### src/rtl/frame_reader_pkg.sv
// Shared camera definitions: SRAM geometry, frame markers, reader state encoding.
// Optional frame header is enabled by defining FRAME_HEADER_EN.
package frame_reader_pkg;
  localparam int AW = 18;
  localparam int DW = 32;

  localparam logic [AW-1:0] EMPTY_FRAME = 18'h3ffff;
  localparam logic [7:0]    HDR_B0      = 8'hA5;
  localparam logic [7:0]    HDR_B1      = 8'h5A;
  localparam logic [2:0]    HDR_LEN     = 3'd5;

  typedef enum logic [1:0] {
    IDLE  = 2'b00,
    FETCH = 2'b01,
    DRAIN = 2'b10,
    DONE  = 2'b11
  } rd_state_e;

  typedef struct packed {
    logic          re;
    logic [AW-1:0] addr;
  } sram_req_t;

  function automatic logic [7:0] hdr_byte(input logic [2:0] idx, input logic [AW-1:0] wt);
    case (idx)
      3'd0:    hdr_byte = HDR_B0;
      3'd1:    hdr_byte = HDR_B1;
      3'd2:    hdr_byte = {6'b0, wt[17:16]};
      3'd3:    hdr_byte = wt[15:8];
      default: hdr_byte = wt[7:0];
    endcase
  endfunction
endpackage

### src/rtl/frame_reader_fifo.sv
// Show-ahead synchronous word FIFO buffering prefetched SRAM words.
module frame_reader_fifo #(
  parameter int DEPTH = 4,
  parameter int W     = 32
) (
  input  logic                     clk,
  input  logic                     reset_n,
  input  logic                     push_i,
  input  logic [W-1:0]             wdata_i,
  input  logic                     pop_i,
  output logic [W-1:0]             rdata_o,
  output logic                     full_o,
  output logic                     empty_o,
  output logic [$clog2(DEPTH):0]   count_o
);
  localparam int PW = $clog2(DEPTH);

  logic [W-1:0]  mem_q [DEPTH];
  logic [PW-1:0] wr_ptr_q, rd_ptr_q;
  logic [PW:0]   cnt_q;
  logic          do_push, do_pop;

  assign full_o  = (cnt_q == (PW+1)'(DEPTH));
  assign empty_o = (cnt_q == '0);
  assign count_o = cnt_q;
  assign rdata_o = mem_q[rd_ptr_q];
  assign do_push = push_i & ~full_o;
  assign do_pop  = pop_i & ~empty_o;

  always_ff @(posedge clk or negedge reset_n) begin
    if (!reset_n) begin
      wr_ptr_q <= '0;
      rd_ptr_q <= '0;
      cnt_q    <= '0;
    end else begin
      if (do_push) wr_ptr_q <= wr_ptr_q + 1'b1;
      if (do_pop)  rd_ptr_q <= rd_ptr_q + 1'b1;
      cnt_q <= cnt_q + (PW+1)'(do_push) - (PW+1)'(do_pop);
    end
  end

  always_ff @(posedge clk) begin
    if (do_push) mem_q[wr_ptr_q] <= wdata_i;
  end
endmodule

### src/rtl/frame_reader.sv
// Streams a captured frame out of the 32-bit frame SRAM as bytes over valid/ready.
// Define FRAME_HEADER_EN to prefix each readout with a 5-byte header.
module frame_reader
  import frame_reader_pkg::*;
#(
  parameter int RD_LATENCY = 1,
  parameter int FIFO_DEPTH = 4
) (
  input  logic          clk,
  input  logic          reset_n,
  input  logic          read_kick,
  input  logic [AW-1:0] last_addr,
  output logic          busy,
  output logic          read_done,
  output logic          m_RE,
  output logic [AW-1:0] m_Addr,
  input  logic [DW-1:0] m_RD,
  output logic          out_valid,
  output logic [7:0]    out_data,
  input  logic          out_ready,
  output logic [19:0]   byte_cnt
);
  localparam int CW = $clog2(FIFO_DEPTH) + 1;

  rd_state_e           state_q, state_d;
  logic [2:0]          kick_sync_q;
  logic                start;
  logic [AW-1:0]       word_total_q, rd_cnt_q;
  sram_req_t           req_q;
  logic [RD_LATENCY:1] vld_q;
  logic [RD_LATENCY:0] vld_pipe;
  logic [7:0]          outstanding;
  logic                issue;

  logic                fifo_full, fifo_empty;
  logic [CW-1:0]       fifo_cnt;
  logic [DW-1:0]       fifo_rdata;

  logic                out_valid_q, is_pay_q;
  logic [7:0]          out_data_q;
  logic [DW-1:0]       wd_q;
  logic [1:0]          lane_q;
  logic [19:0]         byte_cnt_q;
  logic [2:0]          hdr_idx;
  logic                hdr_pend, accept, slot_free, adv_lane, load_hdr, pop, drained;

  // Stages 0..1 are the 2-flop synchroniser, stage 2 holds the previous level for edge detect.
  always_ff @(posedge clk or negedge reset_n) begin
    if (!reset_n) kick_sync_q <= '0;
    else          kick_sync_q <= {kick_sync_q[1:0], read_kick};
  end

  assign start = kick_sync_q[1] & ~kick_sync_q[2] & (state_q == IDLE || state_q == DONE);

  // Bit 0 is the read presented this cycle; bit RD_LATENCY marks m_RD as valid.
  assign vld_pipe = {vld_q, req_q.re};

  always_comb begin
    outstanding = 8'(fifo_cnt);
    for (int i = 0; i <= RD_LATENCY; i++) outstanding = outstanding + 8'(vld_pipe[i]);
  end

  assign issue = (state_q == FETCH) && (rd_cnt_q != word_total_q) && !fifo_full &&
                 (outstanding < 8'(FIFO_DEPTH));

  always_ff @(posedge clk or negedge reset_n) begin
    if (!reset_n) begin
      state_q      <= IDLE;
      word_total_q <= '0;
      rd_cnt_q     <= '0;
      req_q        <= '0;
      vld_q        <= '0;
    end else begin
      state_q <= state_d;
      vld_q   <= vld_pipe[RD_LATENCY-1:0];
      req_q.re <= issue;
      if (start) begin
        word_total_q <= last_addr + 1'b1;
        rd_cnt_q     <= '0;
      end else if (issue) begin
        req_q.addr <= rd_cnt_q;
        rd_cnt_q   <= rd_cnt_q + 1'b1;
      end
    end
  end

  // An empty frame still passes through DRAIN so read_done visibly drops for a cycle.
  always_comb begin
    state_d   = state_q;
    busy      = 1'b0;
    read_done = 1'b0;
    case (state_q)
      IDLE, DONE: begin
        read_done = (state_q == DONE);
        if (start) state_d = (last_addr == EMPTY_FRAME) ? DRAIN : FETCH;
      end
      FETCH: begin
        busy = 1'b1;
        if (rd_cnt_q == word_total_q) state_d = DRAIN;
      end
      DRAIN: begin
        busy = 1'b1;
        if (drained) state_d = DONE;
      end
      default: state_d = IDLE;
    endcase
  end

  frame_reader_fifo #(.DEPTH(FIFO_DEPTH), .W(DW)) u_fifo (
    .clk     (clk),
    .reset_n (reset_n),
    .push_i  (vld_pipe[RD_LATENCY]),
    .wdata_i (m_RD),
    .pop_i   (pop),
    .rdata_o (fifo_rdata),
    .full_o  (fifo_full),
    .empty_o (fifo_empty),
    .count_o (fifo_cnt)
  );

`ifdef FRAME_HEADER_EN
  always_ff @(posedge clk or negedge reset_n) begin
    if (!reset_n)      hdr_idx <= HDR_LEN;
    else if (start)    hdr_idx <= '0;
    else if (load_hdr) hdr_idx <= hdr_idx + 3'd1;
  end
`else
  assign hdr_idx = HDR_LEN;
`endif

  assign hdr_pend  = (hdr_idx != HDR_LEN);
  assign accept    = out_valid_q & out_ready;
  assign slot_free = ~out_valid_q | accept;
  assign adv_lane  = accept & is_pay_q & (lane_q != 2'd3);
  assign load_hdr  = slot_free & ~adv_lane & hdr_pend;
  assign pop       = slot_free & ~adv_lane & ~hdr_pend & ~fifo_empty;
  assign drained   = ~|vld_pipe & fifo_empty & ~out_valid_q & ~hdr_pend;

  // Output byte register: header bytes take priority, then lanes of the held word,
  // and a fresh word is popped on the lane-3 acceptance for gapless streaming.
  always_ff @(posedge clk or negedge reset_n) begin
    if (!reset_n) begin
      out_valid_q <= 1'b0;
      out_data_q  <= '0;
      wd_q        <= '0;
      lane_q      <= '0;
      is_pay_q    <= 1'b0;
      byte_cnt_q  <= '0;
    end else begin
      if (start)       byte_cnt_q <= '0;
      else if (accept) byte_cnt_q <= byte_cnt_q + 20'd1;

      if (adv_lane) begin
        lane_q     <= lane_q + 2'd1;
        out_data_q <= wd_q[{lane_q + 2'd1, 3'b000} +: 8];
      end else if (load_hdr) begin
        out_valid_q <= 1'b1;
        out_data_q  <= hdr_byte(hdr_idx, word_total_q);
        is_pay_q    <= 1'b0;
      end else if (pop) begin
        out_valid_q <= 1'b1;
        out_data_q  <= fifo_rdata[7:0];
        wd_q        <= fifo_rdata;
        lane_q      <= '0;
        is_pay_q    <= 1'b1;
      end else if (accept) begin
        out_valid_q <= 1'b0;
      end
    end
  end

  assign m_RE      = req_q.re;
  assign m_Addr    = req_q.addr;
  assign out_valid = out_valid_q;
  assign out_data  = out_data_q;
  assign byte_cnt  = byte_cnt_q;
endmodule

### config.mk
export PLATFORM = sky130hd
export DESIGN_NAME = frame_reader
export DESIGN_NICKNAME = d
export VERILOG_FILES = /design/src/rtl/frame_reader_pkg.sv /design/src/rtl/frame_reader_fifo.sv /design/src/rtl/frame_reader.sv
export SDC_FILE = /design/constraint.sdc
export NUM_CORES = 1
export LEC_CHECK = 0
export CORE_AREA = 3 3 101 199
export CTS_BUF_LIST = sky130_fd_sc_hd__clkbuf_8
export CTS_CLUSTER_SIZE = 28
export DETAILED_ROUTE_END_ITERATION = 8
export DIE_AREA = 0 0 104 202
export PLACE_DENSITY = 0.83
export SETUP_SLACK_MARGIN = 0.4
export SYNTH_ARGS = -nofsm -noshare
export SYNTH_HDL_FRONTEND = slang
export SYNTH_SLANG_ARGS = --single-unit
### constraint.sdc
create_clock -name clk -period 3.74 [get_ports clk]
set_input_delay 0.748 -clock clk [delete_from_list [all_inputs] [get_ports clk]]
set_output_delay 0.748 -clock clk [all_outputs]
set_load 0.005 [all_outputs]
### Word-level counts from Yosys, hierarchy flattened

Memory sizes are Yosys's and may differ from the RTL's.
Index checks and enable logic that the tools add are counted.

* bits in writable memories: 128
* memories kept: 1
* bits in registers: 132
* output and inout port bits: 50

Memory list
* u_fifo.mem_q: depth 4, width 32, rd ports 1, clocked after Yosys merged registers in 0, write ports 1, line frame_reader_fifo.sv:18 `logic [W-1:0] mem_q [DEPTH];`

* $lt $le $gt $ge: 1
* reductions and logical operators: 19
* bitwise gates (word level): 18
* shift operators: 1
* multiplexer cells: 19
* equal/unequal tests: 11
* add/subtract/negate cells: 10

Operators by type and width (number)
* $mux 20: 2
* $add 18x1->18 const B: 2
* $mux 18: 2
* $shiftx 32x6->8: 1
* $add 20x1->20 const B: 1
* $eq 18x18->1: 1
* $eq 18x18->1 const B: 1
* $ne 18x18->1: 1
* $mux 8: 2
* $mux 2: 6
* $and 1x1->1: 11
* $reduce_bool 2->1: 4
* $add 2x1->2 const B: 3
* $mux 1: 6
* $ne 2x2->1 const B: 3
* $not 1->1: 6
* $pmux 2 s3: 1
* $reduce_and 2->1: 3
* $reduce_or 2->1: 3
* $add 4x1->5: 1
* $lt 5x3->1 const B: 1
* $add 3x1->4: 1
* $eq 2x2->1 const B: 2
* $add 3x1->3: 1
* other kinds (11): 14

### Longest topological paths before layout

* depth in word-level cells: 8
* mapped depth: 13
* mapped depth without buffers: 11

### Hierarchy

Synthesis repeated with hierarchy kept, for this count alone.

* cell total of the unflattened synthesis: 752
* area, all modules: 11103.1 um^2

By module, submodules not included
* frame_reader: cells an instance 543, seq. area each 3128.0 um^2, area each 5964.5 um^2, times used 1
* frame_reader_fifo: cells an instance 209, seq. area each 4018.9 um^2, area each 5138.7 um^2, times used 1

### Worst setup path before layout

OpenSTA, ideal clock, no wires.

* path type: in2reg
* start: input out_ready
* end: register u_fifo.cnt_q[2] (netlist: u_fifo.count_o[2])
* path slack: 1013 ps
* stages on the path: 11
* buffers on the path: 2
* arrival: 2604 ps
* library setup time: 123 ps
* cell sequence: nand2_1 > nand2_1 > nand2_1 > clkinv_1 > clkbuf_1 > clkbuf_1 > ha_1 > inv_1 > ha_1 > fa_1 > xnor2_1

* longest elaborated chain between the ends: 8
* elaborated cells on any way between the ends: 9
* those cells by class: 1 x add/sub; 8 x bitwise

RTL lines
* start, declared: line frame_reader.sv:20 `input logic out_ready,`
* $and 1x1->1 (*): line frame_reader.sv:132 `assign accept = out_valid_q & out_ready;`
* $and 1x1->1 (2 in a row): line frame_reader.sv:134 `assign adv_lane = accept & is_pay_q & (lane_q != 2'd3);`
* $not 1->1 (no line)
* $and 1x1->1 (*) (2 in a row): line frame_reader.sv:136 `assign pop = slot_free & ~adv_lane & ~hdr_pend & ~fifo_empty;`
* via pop: line frame_reader.sv:45 `logic hdr_pend, accept, slot_free, adv_lane, load_hdr, pop, drained;`
* $and 1x1->1 (*): line frame_reader_fifo.sv:28 `assign do_pop = pop_i & ~empty_o;`
* $sub 3x1->3 (*): line frame_reader_fifo.sv:38 `cnt_q <= cnt_q + (PW+1)'(do_push) - (PW+1)'(do_pop);`
* end signal, assigned: line frame_reader_fifo.sv:38
* end, declared: line frame_reader_fifo.sv:20 `logic [PW:0] cnt_q;`

The timed path passes the listed nets; every way through them passes the cells marked *.
A chain may end at the register's enable or synchronous reset.

### Final worst setup path

* start: register state_q[0]
* end: output busy

* longest elaborated chain between the ends: 3
* elaborated cells on any way between the ends: 4
* those cells by class: 2 x eq/ne; 1 x mux; 1 x reduce/logical

RTL lines
* start, declared: line frame_reader.sv:25 `rd_state_e state_q, state_d;`
* start signal, assigned: line frame_reader.sv:74 `state_q <= state_d;`
* $eq 2x1->1 / $eq 2x2->1 (equally long branches): line frame_reader.sv:92 `case (state_q)`
* $reduce_or 2->1 (no line) (*)
* $mux 1 (*): line frame_reader.sv:92
* end, declared: line frame_reader.sv:13 `output logic busy,`

Mark *: on every way between the ends. The rest lies on a longest branch, timed or not.

==> summary.md <==
| Metric | Value |
|---|---|
| Slew margin rel. | 33.8% |
| TNS Setup | 0 ns |
| Largest cells by area after synthesis | edfxtp_1 (35%), dfrtp_1 (30%), mux4_2 (8.2%) |
| Register Area | 0.00715 mm2 |
| Filler Cell Count | roughly 1300 |
| Register bit total from synthesis | 260 |
| Routed length per instance | 18.1 um |
| Area added between synthesis and finish | 19.0% |
| Clk slew on worst S/H paths | approximately 0.060 ns |
| Final Cycle Share | 73.2% |
| Global-route wire length before repair | 34.9 mm |
| Starting Density | 58.0% |
| Number of antenna-violating nets in the routed design | 0 |
| CTS tree | yes |
| Async SR Flop Fraction | 50.8% |
| Avg Inst Size Synth | around 14 um2 |
| Core area | 0.0188 mm2 |
| Drt via density | 5.57 |
| Fraction of layout cells with a size suffix above 1 | between 15 and 20% |
| Required time of the critical path | about 3.0 ns |
| Max cap viols | 0 |
| Drt initial violations | 261 |
| IO buf count | 103 |
| Die Y | 202 um |
| Hold Path Class | in2async |
| EDFF count, synth | ~130 |
| Max IR drop VDD | around 0.55 mV |
| Endpoints failing setup | 0 |
| Final Cell Area | roughly 0.013 mm2 |
| Worst slew pin tran | ~0.99 ns |
| Clk_lat worst skew | 0.52 ns |
| Vias in the first global route | between 7000 and 8000 |
| YS warnings | 0 |
| Die Wd | 104 um |
| Post-CTS Setup Inserts | 0 |
| Yosys top cell by area | edfxtp_1 |
| Sequential area share after synthesis | 65.4% |
| Clk sinks | 260 |
| Area of the multi-input gates | 0.00358 mm2 |
| CTS Buf Count | 36 |
| Pre-antenna DRT Iters | 5 |
| Initial antenna violation count | 0 |
| Drt total wl | around 21 mm |
| Diode count | 0 |
| Status | complete, no violations |
| Type of origin of the critical path | register |
| Post-DP Area | 0.0123 mm2 |
| Netlist cell types | 45 |
| Post-Syn Nets | 848 |
| RSZ-0062 raised after global routing | false |
| Leak | 0.00530 uW |
| Routability cong. | about 0.86 |
| WS Path Type | reg2out |
| Htree depth | 2 |
| Critical-path maximum fanout | 5 |
| PwrDens | 688 mW/mm2 |
| Largest net degree at the start of global routing | between 60 and 70 |
| Clock Path Buffers | 3 |
| Row count | 71 |
| Net count, final | 971 |
| Setup Skew | 0.0140 ns |
| Overall routing resource usage | 21.2% |
| DIE AREA | 0.0210 mm2 |
| Post-Syn Area | 0.0109 mm2 |
| Root Driver | clkbuf_8 |
| Worst Setup End Kind | output pin |
| Critical Path AT | ~2.0 ns |
| DRC | 0 |
| Synth top area share | 35.2% |
| Top_reg_cell synth | dfrtp_1 |
| Cts hold-fix bufs | 0 |
| Minimum clock period | 2.74 ns |
| Detailed placement HPWL | 15.0 mm |
| Overflow after GRT | 0 |
| Slew Limit Fails | 0 |
| Via count | 6589 |
| Fmax | 365 MHz |
| Endpoints failing hold | 0 |
| Synth Instances | 778 |
| Cts repair resizes | 0 |
| IO Count | 104 |
## stage by stage
stage               worst slack, ns  power (uW)  hold slack (ns)  utilization, %  std cells
CTS                           0.973        9060            0.206            69.0       1183
global placement              0.830        6710            0.347            65.1       1118
global route                  0.888        9510            0.221            69.0       1183
floorplan                      1.01        5870            0.331               -        778
detailed placement            0.752        6820            0.343            65.1       1118
finish                         1.00        8950            0.206            69.0       1183
## state kept, by name, summed over array words and instances, names as in the netlist, 8 cells and up
name,cells
u_fifo.mem_q,128
wd_q,32
byte_cnt,20
m_Addr,18
rd_cnt_q,18
word_total_q,18
out_data,8
## layout by cell type, fill, tap and decap left out, types with 4 or more instances in the layout
master,count
a21o_1,8
a21oi_1,14
a221o_1,9
a31o_2,9
a31oi_1,6
a41o_1,6
and2_1,15
and3_1,12
and4_1,4
buf_4,15
clkbuf_8,41
clkdlybuf4s50_1,102
clkinv_1,9
clkinv_2,4
dfrtp_1,131
edfxtp_1,128
ha_1,15
inv_1,24
mux2_2,19
mux4_2,40
nand2_1,132
nand2b_1,4
nand3_1,11
nand4_1,15
nor2_1,41
nor3_1,6
o21ai_0,23
or3_1,4
xnor2_1,34
xor2_1,21
## worst max-delay path: stages (launching register included)
cell and delay [ns]:
dfrtp_1 0.39, inv_1 0.08, ha_1 0.30, inv_1 0.16
clkdlybuf4s50_1 0.55
## path summary, 6_finish.rpt
kind,start,end,cells after the start,slack (ns)
setup reg to reg,u_fifo.count_o[0],rd_cnt_q[0],8,1.22
hold reg to reg,kick_sync_q[0],kick_sync_q[1],0,0.36
hold / removal,reset_n,m_Addr[9],1,0.21
min in group clk,kick_sync_q[0],kick_sync_q[1],0,0.36
setup / recovery,state_q[0],busy,4,1.00
max in group asynchronous,reset_n,m_Addr[15],2,2.72
## power breakdown
part | total (uW) | internal (uW) | switching [uW]
sequential | 4160 | 3650 | 514
combinational | 2560 | 1320 | 1240
clock | 2220 | 1220 | 1010
## routing by layer
layer / global-route usage (%) / part of all wire, %
met5: 0 / 0
met4: 9.84 / 4.0
met3: 3.04 / 4.1
met2: 40.6 / 57
met1: 22.5 / 35
## layout make-up
type                       instances  share of cell area [%]
tap                              255                    2.45
sequential                       260                    55.0
multi-input combinational        468                    27.5
inverter                          17                   0.491
clock buffer                      41                    4.34
timing repair buffer             118                    8.81
clock inverter                    24                    1.38
## cell families (layout without fill, tap and decap cells)
group / count (synthesis) / count (layout) / synth area share [%]
xor+xnor: 55 / 55 / 4.41
fa+ha+maj: 16 / 16 / 1.90
simple gates: 254 / 254 / 10.7
mux: 63 / 63 / 10.6
buf+inv: 50 / 200 / 1.82
compound gates: 80 / 80 / 5.09
flops: 260 / 260 / 65.4
## synth_stat cells (3+ instances only)
cell type  instances
and4_1             4
a21o_1             8
ha_1              15
or3_1              4
or2_2              3
mux2_2            19
buf_1              3
dfrtp_1          132
o21ai_0           23
a31o_2             9
mux2i_1            3
nand4_1           15
clkbuf_1          21
nand3_1           11
a221o_1            9
edfxtp_1         128
buf_2              8
a31oi_1            6
inv_1             16
xor2_1            21
nor3_1             6
xnor2_1           34
a41o_1             6
and2_1            15
nor2_1            42
nand2b_1           4
mux4_2            40
a21oi_1           14
nand2_1          132
and3_1            12
(Power assumes the default switching activity.)
